### config.mk
export PLATFORM = sky130hd
export DESIGN_NAME = clock_time_core
export DESIGN_NICKNAME = d
export VERILOG_FILES = /design/src/rtl/clock_time_core.sv
export SDC_FILE = /design/constraint.sdc
export NUM_CORES = 1
export LEC_CHECK = 0
export CAP_MARGIN = 20
export CORE_ASPECT_RATIO = 1.25
export CORE_MARGIN = 4
export CORE_UTILIZATION = 35
export DETAILED_ROUTE_END_ITERATION = 8
export GPL_TIMING_DRIVEN = 0
export PLACE_DENSITY = 0.56
export SLEW_MARGIN = 0
export SYNTH_ARGS = -nofsm -noshare
export SYNTH_HDL_FRONTEND = slang
export SYNTH_SLANG_ARGS = --single-unit
### constraint.sdc
create_clock -name clk -period 5.6 [get_ports clk]
set_clock_uncertainty 0.05 [all_clocks]
set_input_delay 1.12 -clock clk [delete_from_list [all_inputs] [get_ports clk]]
set_output_delay 1.12 -clock clk [all_outputs]
set_load 0.01 [all_outputs]
### src/rtl/clock_time_core.sv
// clock_time_core: BCD HH:MM:SS time base with RUN / SET_HOUR / SET_MIN mode machine
//   clk       in   system clock
//   rst_n     in   asynchronous active-low reset
//   key_tgl   in   [3] debounced toggle levels, [0]=mode [1]=inc [2]=dec
//   hour_bcd  out  [8] hours 00..23, BCD
//   min_bcd   out  [8] minutes 00..59, BCD
//   sec_bcd   out  [8] seconds 00..59, BCD
//   mode      out  [2] 00=RUN 01=SET_HOUR 10=SET_MIN
//   blink_on  out  display enable for the field being set
//   sec_tick  out  one-cycle pulse on each second increment in RUN
module clock_time_core #(
    parameter int CLK_HZ = 50_000_000
) (
    input  logic       clk,
    input  logic       rst_n,
    input  logic [2:0] key_tgl,
    output logic [7:0] hour_bcd,
    output logic [7:0] min_bcd,
    output logic [7:0] sec_bcd,
    output logic [1:0] mode,
    output logic       blink_on,
    output logic       sec_tick
);
    localparam int CW = (CLK_HZ > 1) ? $clog2(CLK_HZ) : 1;
    localparam logic [CW-1:0] LAST = CW'(CLK_HZ - 1);
    localparam logic [CW-1:0] HALF = CW'(CLK_HZ / 2);
    localparam logic [1:0] RUN = 2'b00, SET_HOUR = 2'b01, SET_MIN = 2'b10;

    logic [2:0]    key_q;
    logic [2:0]    press;
    logic [CW-1:0] cnt;
    logic          tick;

    // Each level change of a toggle key is one press.
    assign press    = key_tgl ^ key_q;
    assign tick     = cnt == LAST;
    assign blink_on = (mode == RUN) || (cnt < HALF);

    function automatic logic [7:0] bcd_inc(input logic [7:0] v, input logic [7:0] top);
        return (v == top) ? 8'h00 : (v[3:0] == 4'h9) ? {v[7:4] + 4'h1, 4'h0} : v + 8'h01;
    endfunction

    function automatic logic [7:0] bcd_dec(input logic [7:0] v, input logic [7:0] top);
        return (v == 8'h00) ? top : (v[3:0] == 4'h0) ? {v[7:4] - 4'h1, 4'h9} : v - 8'h01;
    endfunction

    always_ff @(posedge clk or negedge rst_n) begin
        if (!rst_n) begin
            key_q    <= 3'b000;
            cnt      <= '0;
            mode     <= RUN;
            hour_bcd <= 8'h00;
            min_bcd  <= 8'h00;
            sec_bcd  <= 8'h00;
            sec_tick <= 1'b0;
        end else begin
            key_q    <= key_tgl;
            cnt      <= tick ? '0 : cnt + 1'b1;
            sec_tick <= 1'b0;
            if (press[0]) begin
                // Mode press wins over inc/dec; entering SET_HOUR drops any tick this cycle.
                mode <= (mode == RUN) ? SET_HOUR : (mode == SET_HOUR) ? SET_MIN : RUN;
                if (mode == RUN)
                    sec_bcd <= 8'h00;
                if (mode != SET_HOUR)
                    cnt <= '0;
            end else if (mode == RUN) begin
                if (tick) begin
                    sec_tick <= 1'b1;
                    sec_bcd  <= bcd_inc(sec_bcd, 8'h59);
                    if (sec_bcd == 8'h59)
                        min_bcd <= bcd_inc(min_bcd, 8'h59);
                    if (sec_bcd == 8'h59 && min_bcd == 8'h59)
                        hour_bcd <= bcd_inc(hour_bcd, 8'h23);
                end
            end else if (press[1] != press[2]) begin
                if (mode == SET_HOUR)
                    hour_bcd <= press[1] ? bcd_inc(hour_bcd, 8'h23) : bcd_dec(hour_bcd, 8'h23);
                else
                    min_bcd <= press[1] ? bcd_inc(min_bcd, 8'h59) : bcd_dec(min_bcd, 8'h59);
            end
        end
    end
endmodule

==> impl_metrics.yaml <==
grt:
  antenna_found_initial: 0
  grt_pass1_wl_um: 14900
  track_usage: 0.149
  grt_overflow_total: 0
  grt_max_degree: 30
  grt_pass1_vias: 3122
layout:
  fill_cells: 1019
  area_growth_pct: 18.3
  regArea_um2: 1400
  final_cells: 587
  drive_gt1_frac: 0.0808
  final_nets: 482
  multi_input_area_um2: 2100
  antennaDiodeCount: 0
power:
  power_density_nw_per_um2: 414
  p_total_mw: 1.79
  p_int_mw: 1.04
  p_seq_frac: 0.322
  p_clk_frac: 0.204
  p_leak_nw: 1.87
  netSwitchingFraction: 0.418
  power_frac_comb: 0.474
  irDropWorstVdd_uv: 200
  p_switching_mw: 0.746
clock_tree:
  htreeDepth: 2
  clockRootBuffer: "clkbuf_16"
  cts_tree: "done"
  postCtsSetupRepairBufs: 0
  cts.sinks: 56
  ctsHoldBuffers: 0
  clk_latency_ns: 0.29
  cts_buffers: 5
  clk_pin_slew_ns: 0.08
  clk_path_buf_depth: 2
  ctsResizeCount: 0
drt:
  first_pass_iters: 4
  wl_per_cell_um: 14.8
  viasPerCell: 5.43
  drt_wl_total_um: 8690
  drt_iter0_markers: 128
  drc_errors: 0
  ant_nets: 0
  vias: 3185
synthesis:
  syn_area_per_cell_um2: 8.74
  synth_cells: 417
  synthArstFlopShare: 1.00
  synth_edf_count: 0
  ys.flop_type: "dfrtp_1"
  synth.distinct_cells: 61
  ys_ff_latch: 56
  synth_warnings: 0
  synth_nets: 442
  synth_seq_area_share: 0.384
  synthesis.area_um2: 3650
setup_path:
  critPathMaxFanout: 5
  critical_path_class: "flip-flop to output port"
  end_kind: "output port"
  crit_required_ns: 4.43
  r2r_setup_slack_ns: 3.25
  crit_arrival_ns: 2.70
  setup.worst_path.start_class: "flip-flop"
sta:
  worst_slew_margin_rel: 0.549
  grt_setup_unrepaired: "false"
  max_freq_mhz: 259
  whs_ns: 0.417
  period_minus_slack_ns: 3.87
  tightestPinTransition_ns: 0.677
  min_period_over_period: 0.691
  finalSetupViolations: 0
  slew_viol_final: 0
  final_hold_viol_count: 0
  fin_setup_tns_ns: 0
  setup_slack_ns: 1.73
placement:
  port_buffers: 32
  dpl.cell_count: 579
  dp_hpwl_um: 6440
  pre_cts_ws_ns: 2.01
  gp_congestion: 0.877
die:
  io_pins: 33
  start_util: 0.359
  rows: 41
  die_area_um2: 12100
  fp.dieW_um: 99.3
  die-height_um: 122
  core-area_um2: 10200
run_status:
  outcome: "complete, no violations"
worst_hold_path:
  min_path_type: "flip-flop to flip-flop"
flow_run:
  maxCapViolations: 0
-- worst paths after layout --
kind | startpoint | end | cells past startpoint
worst max-delay path | cnt[10] | blink_on | 7
worst min-delay path | cnt[0] | cnt[0] | 1
worst max register to register | hour_bcd[0] | hour_bcd[6] | 9
worst min register to register | cnt[0] | cnt[0] | 1
max in group asynchronous | rst_n | key_q[1] | 2
min in group asynchronous | rst_n | cnt[16] | 1
-- sequential cells by signal (all words and copies together), names as in the netlist --
signal    cells
mode          2
sec_bcd       8
sec_tick      1
key_q         3
min_bcd       8
cnt          26
hour_bcd      8
-- routing by layer --
layer / routed length (um) / share of wire / up-vias / track usage
met3: 316 / 0.036 / 10 / 0.0246
met2: 4300 / 0.50 / 66 / 0.261
met1: 3940 / 0.45 / 1537 / 0.190
li1: - / - / 1572 / -
met4: 128 / 0.015 / 0 / 0.0367
met5: 0 / 0 / - / 0
-- cells in the final DEF, fill, tap and decap left out, types with 4 or more instances in the layout --
cell / synthesis / routed
nand4_1: 6 / 6
xnor2_1: 14 / 14
o22ai_1: 7 / 7
inv_1: 13 / 13
o21ai_0: 33 / 33
dfrtp_1: 56 / 56
clkbuf_1: 10 / 10
and3_1: 8 / 8
a21oi_1: 19 / 19
buf_2: 5 / 6
a31oi_1: 8 / 8
and2_1: 4 / 4
xor2_1: 15 / 15
clkbuf_16: 0 / 5
ha_1: 20 / 20
nand2_1: 44 / 44
nor3_1: 15 / 15
clkdlybuf4s50_1: 0 / 31
nand3_1: 22 / 22
nor2_1: 48 / 48
o31ai_1: 7 / 7
-- stage by stage --
step	util	instance area [um^2]
after floorplan	-	3650
after global placement	0.406	4130
after detailed placement	0.408	4140
after CTS	0.425	4310
after global routing	0.425	4310
final	0.425	4310
-- layout make-up --
| cell class | instances | area share |
|---|---|---|
| clock buffers | 5 | 0.0290 |
| inverters | 14 | 0.0128 |
| multi-input cells | 330 | 0.488 |
| clock inverters | 3 | 0.0107 |
| flip-flops and latches | 56 | 0.325 |
| well taps | 129 | 0.0374 |
| repair buffers | 33 | 0.0777 |
| plain buffers | 17 | 0.0197 |
-- Yosys cell counts (all sizes together), types with 3 or more instances --
master | instances | area share
o22ai | 7 | 0.012
nand4 | 9 | 0.025
mux2i | 3 | 0.0082
nor2 | 49 | 0.051
clkbuf | 10 | 0.010
and3b | 3 | 0.0072
nand3b | 3 | 0.0062
xor2 | 15 | 0.036
nor4 | 4 | 0.015
a21oi | 20 | 0.028
nand2 | 44 | 0.045
and2 | 4 | 0.0069
xnor2 | 14 | 0.034
o211ai | 3 | 0.0062
nand3 | 22 | 0.030
nor2b | 3 | 0.0051
o31ai | 7 | 0.014
inv | 14 | 0.015
dfrtp | 56 | 0.38
ha | 20 | 0.069
a31oi | 8 | 0.014
nor3 | 15 | 0.021
o21ai | 36 | 0.049
and3 | 9 | 0.017
a22oi | 3 | 0.0062
buf | 7 | 0.013
a31o | 3 | 0.0096
-- logic make-up (layout without fill, tap and decap cells) --
kind of cell,Yosys count,in the layout,synth area share
AOI/OAI and AO/OA,99,99,0.171
xor gates and xnor gates,29,29,0.0697
adders and majority gates,20,20,0.0686
buffers and inverters,31,72,0.0384
DFF,56,56,0.384
muxes,4,4,0.0113
and+or+nand+nor,178,178,0.257
-- critical path: stages, from the launching register on --
cell             delay [ns]
dfrtp_1                0.42
nor4_1                 0.42
or2b_1                 0.27
a31o_2                 0.24
a21oi_1                0.16
nor4b_1                0.08
o31ai_1                0.24
clkdlybuf4s50_1        0.59
-- power by group through the flow --
stage                     sequential (mW)  combinational, mW  clock (mW)
after floorplan                     0.585              0.537           0
after global placement              0.581              0.829           0
after detailed placement            0.582              0.839           0
after CTS                           0.575              0.845       0.379
after global routing                0.595              0.930       0.395
final                               0.575              0.846       0.365
(Power assumes the default switching activity.)
